## src/rtl/nibble_serial_adder_pkg.sv

```systemverilog
// nibble_serial_adder_pkg: FSM state type, nibble width and counter-width helper
// shared by the nibble-serial adder. No ports.
package nibble_serial_adder_pkg;

  typedef enum logic [1:0] {
    IDLE,
    RUN,
    DONE
  } state_t;

  localparam int NIB_W = 4;

  function automatic int cnt_w(input int nib);
    return (nib > 1) ? $clog2(nib) : 1;
  endfunction

endpackage

```

## src/rtl/ripple_carry_adder.sv

```systemverilog
// ripple_carry_adder: 4-bit combinational adder.
// Ports: a, b (4b), cin -> sum (4b), cout.
module ripple_carry_adder (
  input  logic [3:0] a,
  input  logic [3:0] b,
  input  logic       cin,
  output logic [3:0] sum,
  output logic       cout
);

  assign {cout, sum} = {1'b0, a} + {1'b0, b} + {4'b0000, cin};

endmodule

```

## src/rtl/nibble_serial_adder.sv

```systemverilog
// nibble_serial_adder: WIDTH-bit add, one nibble per cycle through a 4-bit adder.
// Ports: clk, rst_n, in_valid/in_ready/a/b/cin, out_valid/out_ready/sum/cout[/ovf with NIBBLE_SERIAL_ADDER_OVF_EN].
module nibble_serial_adder
  import nibble_serial_adder_pkg::*;
#(
  parameter int WIDTH = 16
) (
  input  logic             clk,
  input  logic             rst_n,
  input  logic             in_valid,
  output logic             in_ready,
  input  logic [WIDTH-1:0] a,
  input  logic [WIDTH-1:0] b,
  input  logic             cin,
  output logic             out_valid,
  input  logic             out_ready,
  output logic [WIDTH-1:0] sum,
`ifdef NIBBLE_SERIAL_ADDER_OVF_EN
  output logic             cout,
  output logic             ovf
`else
  output logic             cout
`endif
);

  localparam int NIB = WIDTH / NIB_W;
  localparam int CW  = cnt_w(NIB);

  state_t           state_q;
  state_t           state_d;
  logic [CW-1:0]    cnt_q;
  logic [WIDTH-1:0] a_q;
  logic [WIDTH-1:0] b_q;
  logic             carry_q;
  logic [WIDTH-1:0] sum_q;
  logic             cout_q;
  logic [NIB_W-1:0] an;
  logic [NIB_W-1:0] bn;
  logic [NIB_W-1:0] sn;
  logic             cn;
  logic             last;

  assign an   = a_q[int'(cnt_q)*NIB_W +: NIB_W];
  assign bn   = b_q[int'(cnt_q)*NIB_W +: NIB_W];
  assign last = (cnt_q == CW'(NIB - 1));

  ripple_carry_adder u_rca (
    .a    (an),
    .b    (bn),
    .cin  (carry_q),
    .sum  (sn),
    .cout (cn)
  );

  always_ff @(posedge clk) begin
    if (!rst_n) state_q <= IDLE;
    else        state_q <= state_d;
  end

  always_comb begin
    state_d = state_q;
    unique case (state_q)
      IDLE:    if (in_valid)  state_d = RUN;
      RUN:     if (last)      state_d = DONE;
      DONE:    if (out_ready) state_d = IDLE;
      default:                state_d = IDLE;
    endcase
  end

  // in_ready is gated by rst_n so it reads 0 throughout reset.
  always_comb begin
    in_ready  = rst_n && (state_q == IDLE);
    out_valid = (state_q == DONE);
  end

  always_ff @(posedge clk) begin
    if (!rst_n) begin
      cnt_q   <= '0;
      a_q     <= '0;
      b_q     <= '0;
      carry_q <= 1'b0;
      sum_q   <= '0;
      cout_q  <= 1'b0;
    end else begin
      unique case (state_q)
        IDLE: begin
          if (in_valid) begin
            a_q     <= a;
            b_q     <= b;
            carry_q <= cin;
            cnt_q   <= '0;
          end
        end
        RUN: begin
          sum_q[int'(cnt_q)*NIB_W +: NIB_W] <= sn;
          carry_q <= cn;
          cnt_q   <= cnt_q + CW'(1);
          if (last) cout_q <= cn;
        end
        default: ;
      endcase
    end
  end

  assign sum  = sum_q;
  assign cout = cout_q;

`ifdef NIBBLE_SERIAL_ADDER_OVF_EN
  logic ovf_q;

  // Carry into the MSB is recovered from the MSB sum bit and its inputs.
  always_ff @(posedge clk) begin
    if (!rst_n) begin
      ovf_q <= 1'b0;
    end else if (state_q == RUN && last) begin
      ovf_q <= (an[NIB_W-1] ^ bn[NIB_W-1] ^ sn[NIB_W-1]) ^ cn;
    end
  end

  assign ovf = ovf_q;
`endif

endmodule

```

## config.mk

```make
export PLATFORM = sky130hd
export DESIGN_NAME = nibble_serial_adder
export DESIGN_NICKNAME = d
export VERILOG_FILES = /design/src/rtl/nibble_serial_adder_pkg.sv /design/src/rtl/ripple_carry_adder.sv /design/src/rtl/nibble_serial_adder.sv
export SDC_FILE = /design/constraint.sdc
export NUM_CORES = 1
export LEC_CHECK = 0
export CAP_MARGIN = 20
export CELL_PAD_IN_SITES_DETAIL_PLACEMENT = 1
export CELL_PAD_IN_SITES_GLOBAL_PLACEMENT = 2
export CORE_MARGIN = 8
export CORE_UTILIZATION = 32
export CTS_CLUSTER_DIAMETER = 60
export DETAILED_ROUTE_END_ITERATION = 8
export PLACE_DENSITY_LB_ADDON = 0.1
export SYNTH_ARGS = -nofsm -noshare
export SYNTH_HDL_FRONTEND = slang
export SYNTH_SLANG_ARGS = --single-unit
```

## constraint.sdc

```tcl
create_clock -name clk -period 4.35 [get_ports clk]
set_input_delay 0.435 -clock clk [delete_from_list [all_inputs] [get_ports clk]]
set_output_delay 0.435 -clock clk [all_outputs]
set_load 0.02 [all_outputs]
```

==> metrics.csv, run 1 <==
metric,value,unit
r2r_cells,8,
p_per_area,350.5,nW/um^2
synth_top_family_by_area,simple AND/OR/NAND/NOR gates,
cp.required,4.52,ns
rsz0062_at_grt,false,
ys_warn_count,0,
die_x,102.7,um
grt_antenna_before_repair,0,
h-tree-depth,2,
synth_fa_ha_area_share,6.348,%
mostFrequentLayoutCell,nand2_1,
tritoncts,done,
synth_area_leaders,"dfxtp_1 45%, nand2_1 11%, a21oi_1 7.7%",
wire_per_inst,15.22,um
cts_buffer_depth,2,
first_pass_iters,3,
rr_endpoint,carry_q$_SDFFE_PN0P_,
status,finished clean,
via_count,2001,
ys_seq_elements,54,
grt_pass1_wl,10.58,mm
cts-root-buf,clkbuf_8,
area_growth_syn_to_layout,32.47,%
dp.cells,405,
cts-hold-fix-buffers,0,
arrival,3.03,ns
power.leakage,1.196,nW
final_antenna_net_count,0,
netlist_instances,262,
hold-worst-slack,0.4606,ns
drv_slew,0,
cts_resized,0,
cts_buffers,5,
crit_end,carry_q$_SDFFE_PN0P_,
drt-initial-drc-count,46,
wl,6.302,mm
die_y,102.7,um
layout_common_cells,"72 x nand2_1, 55 x clkdlybuf4s50_1, 54 x dfxtp_1",
finalSetupViolations,0,
postCtsSetupBuffers,0,
cap_violations,0,
insertion_delay,0.31,ns
reg2reg_from,cnt_q[0]$_SDFFE_PN0P_,
layout-drive-gt1-share,9.206,%
slew_headroom,61.83,%
synth_cell_type_count,29,
syn_area,2405,sq um
core_area,7253,sq um
vdd.ir_drop.worst,133.3,uV
synth_compound_area_share,14.88,%
yosysSeqAreaShare,44.95,%
drc,0,
grt_pass1_vias,2119,
worstPathMaxFanout,12,
rrSetupSlack,1.49,ns
critPathKind,flop to flop,
hold_viol_final,0,
synth_nets,310,
cp-end-kind,flop,
rows,31,
critPathLaunch,cnt_q[0]$_SDFFE_PN0P_,
cts.sinks,54,
grt_max_degree,56,
fin_cells,414,
synth_top_area_share,44.95,%
diodes,0,
fin_worst_skew,0.006512,ns
synth.mux.area_fraction,7.492,%
grt_overflow_total,0,
io_buffers,55,
hpwl,4.611,mm
synth_xor_area_share,0.3642,%
die_area,10550,sq um
post_drt_via_cell_ratio,4.833,
start_util,33.16,%
max_freq,350.1,MHz
nets,362,
avgSynthCellArea,9.179,sq um
worstMarginPinSlew,0.5726,ns
period_share,65.66,%
hold_class,flop to flop,
routabilityCongestion,0.7395,
synth_area_leader_cell,dfxtp_1,
tns,0,ns
crit_path_start_kind,flop,
fin_crit,2.856,ns
synth-simple-area-share,21.75,%
grtUsageTotal,12.68,%
num_io_pins,56,
clkTransAtPathRegs,0.10,ns
==> synthesized netlist by cell type <==
master	count
nand2_1	72
inv_2	2
buf_2	3
nand2b_4	1
buf_6	3
a311oi_1	1
nand2b_1	2
nand3_1	2
xor2_1	1
fa_1	2
and2b_1	2
ha_1	9
a32oi_1	4
nor2_1	24
nor4_4	3
nand4bb_1	1
inv_1	2
nor2_2	1
clkbuf_1	6
buf_4	2
or2_2	1
nor3b_4	1
mux4_2	8
a22oi_1	14
dfxtp_1	54
nor3_1	1
a21oi_1	37
a211o_1	1
a21o_1	2
==> sequential cells by signal (all words and copies together), names as in the netlist <==
register	flops
a_q	16
b_q	16
sum	16
cnt_q	2
state_q	2
carry_q	1
cout	1
==> where the power goes <==
| part | internal, mW | switching [mW] |
|---|---|---|
| sequential | 0.517 | 0.0163 |
| combinational | 0.0841 | 0.0922 |
| clock | 0.245 | 0.162 |
| total | 0.846 | 0.270 |
==> cells by family (layout without fill, tap and decap cells) <==
group / after synthesis / in the layout
AO/OA/AOI/OAI: 59 / 59
buffers and inverters: 18 / 71
multiplexers: 8 / 8
adder cells (fa/ha/maj): 11 / 11
AND/OR/NAND/NOR: 111 / 111
flip-flops: 54 / 54
XOR/XNOR: 1 / 1
==> worst max-delay path, stage by stage (launching register included) <==
cell and delay [ns]:
dfxtp_1 0.42, buf_4 0.28, mux4_2 0.55, fa_1 0.45
fa_1 0.42, a21o_1 0.20, a21oi_1 0.21, nand2b_1 0.14
a21oi_1 0.06
==> area by class of cell <==
class	count	area, sq um
Clock inverter	2	60.06
Fill cell	868	4068
Multi-Input combinational cell	190	1222
Tap cell	99	123.9
Inverter	4	15.01
Sequential cell	54	1081
Clock buffer	6	82.58
Timing Repair Buffer	59	600.6
==> worst min-delay path by stage <==
stage	startpoint	end	slack (ns)	cells past startpoint
3_5_place_dp	b_q[2]$_SDFFE_PN0P_	b_q[2]$_SDFFE_PN0P_	0.45	2
6_report	b_q[2]$_SDFFE_PN0P_	b_q[2]$_SDFFE_PN0P_	0.46	2
4_1_cts	b_q[2]$_SDFFE_PN0P_	b_q[2]$_SDFFE_PN0P_	0.46	2
3_3_place_gp	b_q[1]$_SDFFE_PN0P_	b_q[1]$_SDFFE_PN0P_	0.44	2
2_1_floorplan	a_q[10]$_SDFFE_PN0P_	a_q[10]$_SDFFE_PN0P_	0.43	2
5_1_grt	a_q[15]$_SDFFE_PN0P_	a_q[15]$_SDFFE_PN0P_	0.49	2
==> per-layer routing <==
metal  wire length [um]  vias to the layer above  global-route usage [%]
met5                  0                        -                       0
met4                 61                        0                   3.386
met3                262                        5                   2.971
met2               3082                       34                   21.38
met1               2896                      962                   15.78
li1                   -                     1000                       -
==> stage by stage <==
stage	cell area, sq um	power, mW	util [%]	setup slack, ns
finish	3186	1.116	43.92	1.494
CTS	3158	1.130	43.54	1.439
global route	3186	1.174	43.92	1.300
floorplan	2405	0.6496	-	1.669
detailed placement	3015	0.7194	41.57	1.462
global placement	3015	0.7158	41.57	1.573
Power figures use the tool's default switching activity.
==> inputs of run 2 (changes only) <==
- CORE_UTILIZATION: 32 -> 30
- clock period: 4.35 -> 2.9 ns (I/O delays scaled with it)
==> run 2 against run 1 <==
Net effect:
- clock power increased by 23%
- core utilization fell by 3.3 points
- global-route usage fell by 1.2 points
- count of clock-buffer cells in the layout did not move
- non-clock buffer count increased by 2
- critical path depth shrank 1
- first-iteration DRC count down 35%
- total power is 40% higher
- clock skew increased by 0.0024 ns
- combinational power grew 48%
- sequential cell count unchanged
- largest cell class unchanged
- maximum frequency grew 11%
- largest power group unchanged
- critical endpoint unchanged
==> metrics.csv, run 2 (synthesis gave the netlist of run 1 again) <==
metric,value,unit,change
status,finished clean,,
max_freq,387.9,MHz,+11%
drc,0,,unchanged
grt_pass1_wl,10.71,mm,+1.2%
grt_max_degree,55,,-1.8%
period_share,88.90,%,+23 points
worstMarginPinSlew,0.5672,ns,-0.005380 ns
start_util,30.96,%,-2.2 points
die_area,11140,sq um,+5.6%
fin_ws,0.3218,ns,-1.172 ns
vdd.ir_drop.worst,228.6,uV,+71%
h-tree-depth,2,,unchanged
fin_crit,2.578,ns,-0.2779 ns
tritoncts,done,,
cts-root-buf,clkbuf_8,,
diodes,0,,unchanged
layout_common_cells,"72 x nand2_1, 55 x clkdlybuf4s50_1, 54 x dfxtp_1",,
layout-drive-gt1-share,9.464,%,+0.26 points
cap_violations,0,,unchanged
first_pass_iters,4,,+1
worstPathMaxFanout,4,,-8
crit_path_start_kind,flop,,
clkTransAtPathRegs,0.10,ns,about the same
io_buffers,55,,unchanged
num_io_pins,56,,unchanged
wire_per_inst,14.98,um,-1.6%
mostFrequentLayoutCell,nand2_1,,
rows,32,,+3.2%
fin_worst_skew,0.008953,ns,+0.002441 ns
insertion_delay,0.30,ns,about the same
final_antenna_net_count,0,,unchanged
grt_antenna_before_repair,0,,unchanged
die_y,105.5,um,+2.8%
arrival,2.75,ns,-0.28 ns
post_drt_via_cell_ratio,4.747,,-1.8%
die_x,105.5,um,+2.8%
hold_viol_final,0,,unchanged
slew_headroom,62.19,%,+0.36 points
cts_buffer_depth,2,,unchanged
via_count,1989,,-0.60%
area_growth_syn_to_layout,31.06,%,
routabilityCongestion,0.7267,,-1.7%
postCtsSetupBuffers,0,,unchanged
rsz0062_at_grt,false,,
p_per_area,494.8,nW/um^2,+41%
hold_class,flop to flop,,
drv_slew,0,,unchanged
hpwl,4.582,mm,-0.64%
grt_overflow_total,0,,unchanged
grtUsageTotal,11.53,%,-1.2 points
power.leakage,1.178,nW,-1.5%
cts_resized,0,,unchanged
drt-initial-drc-count,30,,-35%
tns,0,ns,unchanged
cts-hold-fix-buffers,0,,unchanged
grt_pass1_vias,2147,,+1.3%
cts_buffers,5,,unchanged
nets,364,,+0.55%
cts.sinks,54,,unchanged
core_area,7767,sq um,+7.1%
finalSetupViolations,0,,unchanged
wl,6.276,mm,-0.41%
place_ws,0.3129,ns,-1.149 ns
critPathKind,flop to flop,,
cp-end-kind,flop,,
cp.required,3.07,ns,-1.45 ns
[run 2: cell types whose count changed in the layout (fill, tap and decap cells not counted), sizes merged]
cell and change:
buf +2, bufinv -1, clkinvlp +1
[run 2: worst max-delay path: stages (launching register included)]
cell      delay (ns)
dfxtp_1         0.42
mux4_2          0.54
fa_1            0.45
fa_1            0.42
a21o_1          0.20
a21oi_1         0.21
nand2b_1        0.14
a21oi_1         0.06
[run 2: final timing paths]
kind / startpoint / to / slack [ns] / cells past startpoint
worst max-delay path: cnt_q[0]$_SDFFE_PN0P_ / carry_q$_SDFFE_PN0P_ / 0.32 / 7
worst max register to register: cnt_q[0]$_SDFFE_PN0P_ / carry_q$_SDFFE_PN0P_ / 0.32 / 7
worst min-delay path: b_q[8]$_SDFFE_PN0P_ / b_q[8]$_SDFFE_PN0P_ / 0.46 / 2
worst min register to register: b_q[8]$_SDFFE_PN0P_ / b_q[8]$_SDFFE_PN0P_ / 0.46 / 2
[run 2: per-stage QoR]
step	total power [mW]	hold slack, ns	area (sq um)	util (%)	instances
floorplan	0.9744	0.4260	2405	-	262
global placement	1.079	0.4413	3042	39.16	411
detailed placement	1.081	0.4527	3042	39.16	411
CTS	1.585	0.4660	3152	40.58	419
global route	1.638	0.4829	3152	40.58	419
finish	1.560	0.4635	3152	40.58	419
[run 2: cell type report]
cell class                 instances  area, sq um
inverter                           4        15.01
multi-input combinational        190         1222
timing repair buffer              61        595.6
clock buffer                       6        72.57
clock inverter                     2        37.54
sequential                        54         1081
fill                             933         4616
tap                              102        127.6
[run 2: layer usage]
metal	routed length, um	up-vias	global-route usage (%)
met5	0	-	0
met4	46	0	3.015
met3	253	2	2.862
met2	2881	38	18.79
met1	3095	943	14.86
li1	-	1006	-
[run 2: where the power goes]
part / switching, mW / total [mW] / internal (mW) / leakage (nW)
registers: 0.0233 / 0.798 / 0.775 / 0.441
logic: 0.137 / 0.260 / 0.124 / 0.686
clock network: 0.243 / 0.501 / 0.258 / 0.0514
total: 0.403 / 1.56 / 1.16 / 1.18
==> inputs of run 3 (changes only) <==
- HOLD_SLACK_MARGIN: unset -> 0.03
==> results of run 3 <==
The final DEF is identical to that of run 2; final timing and power are the same.
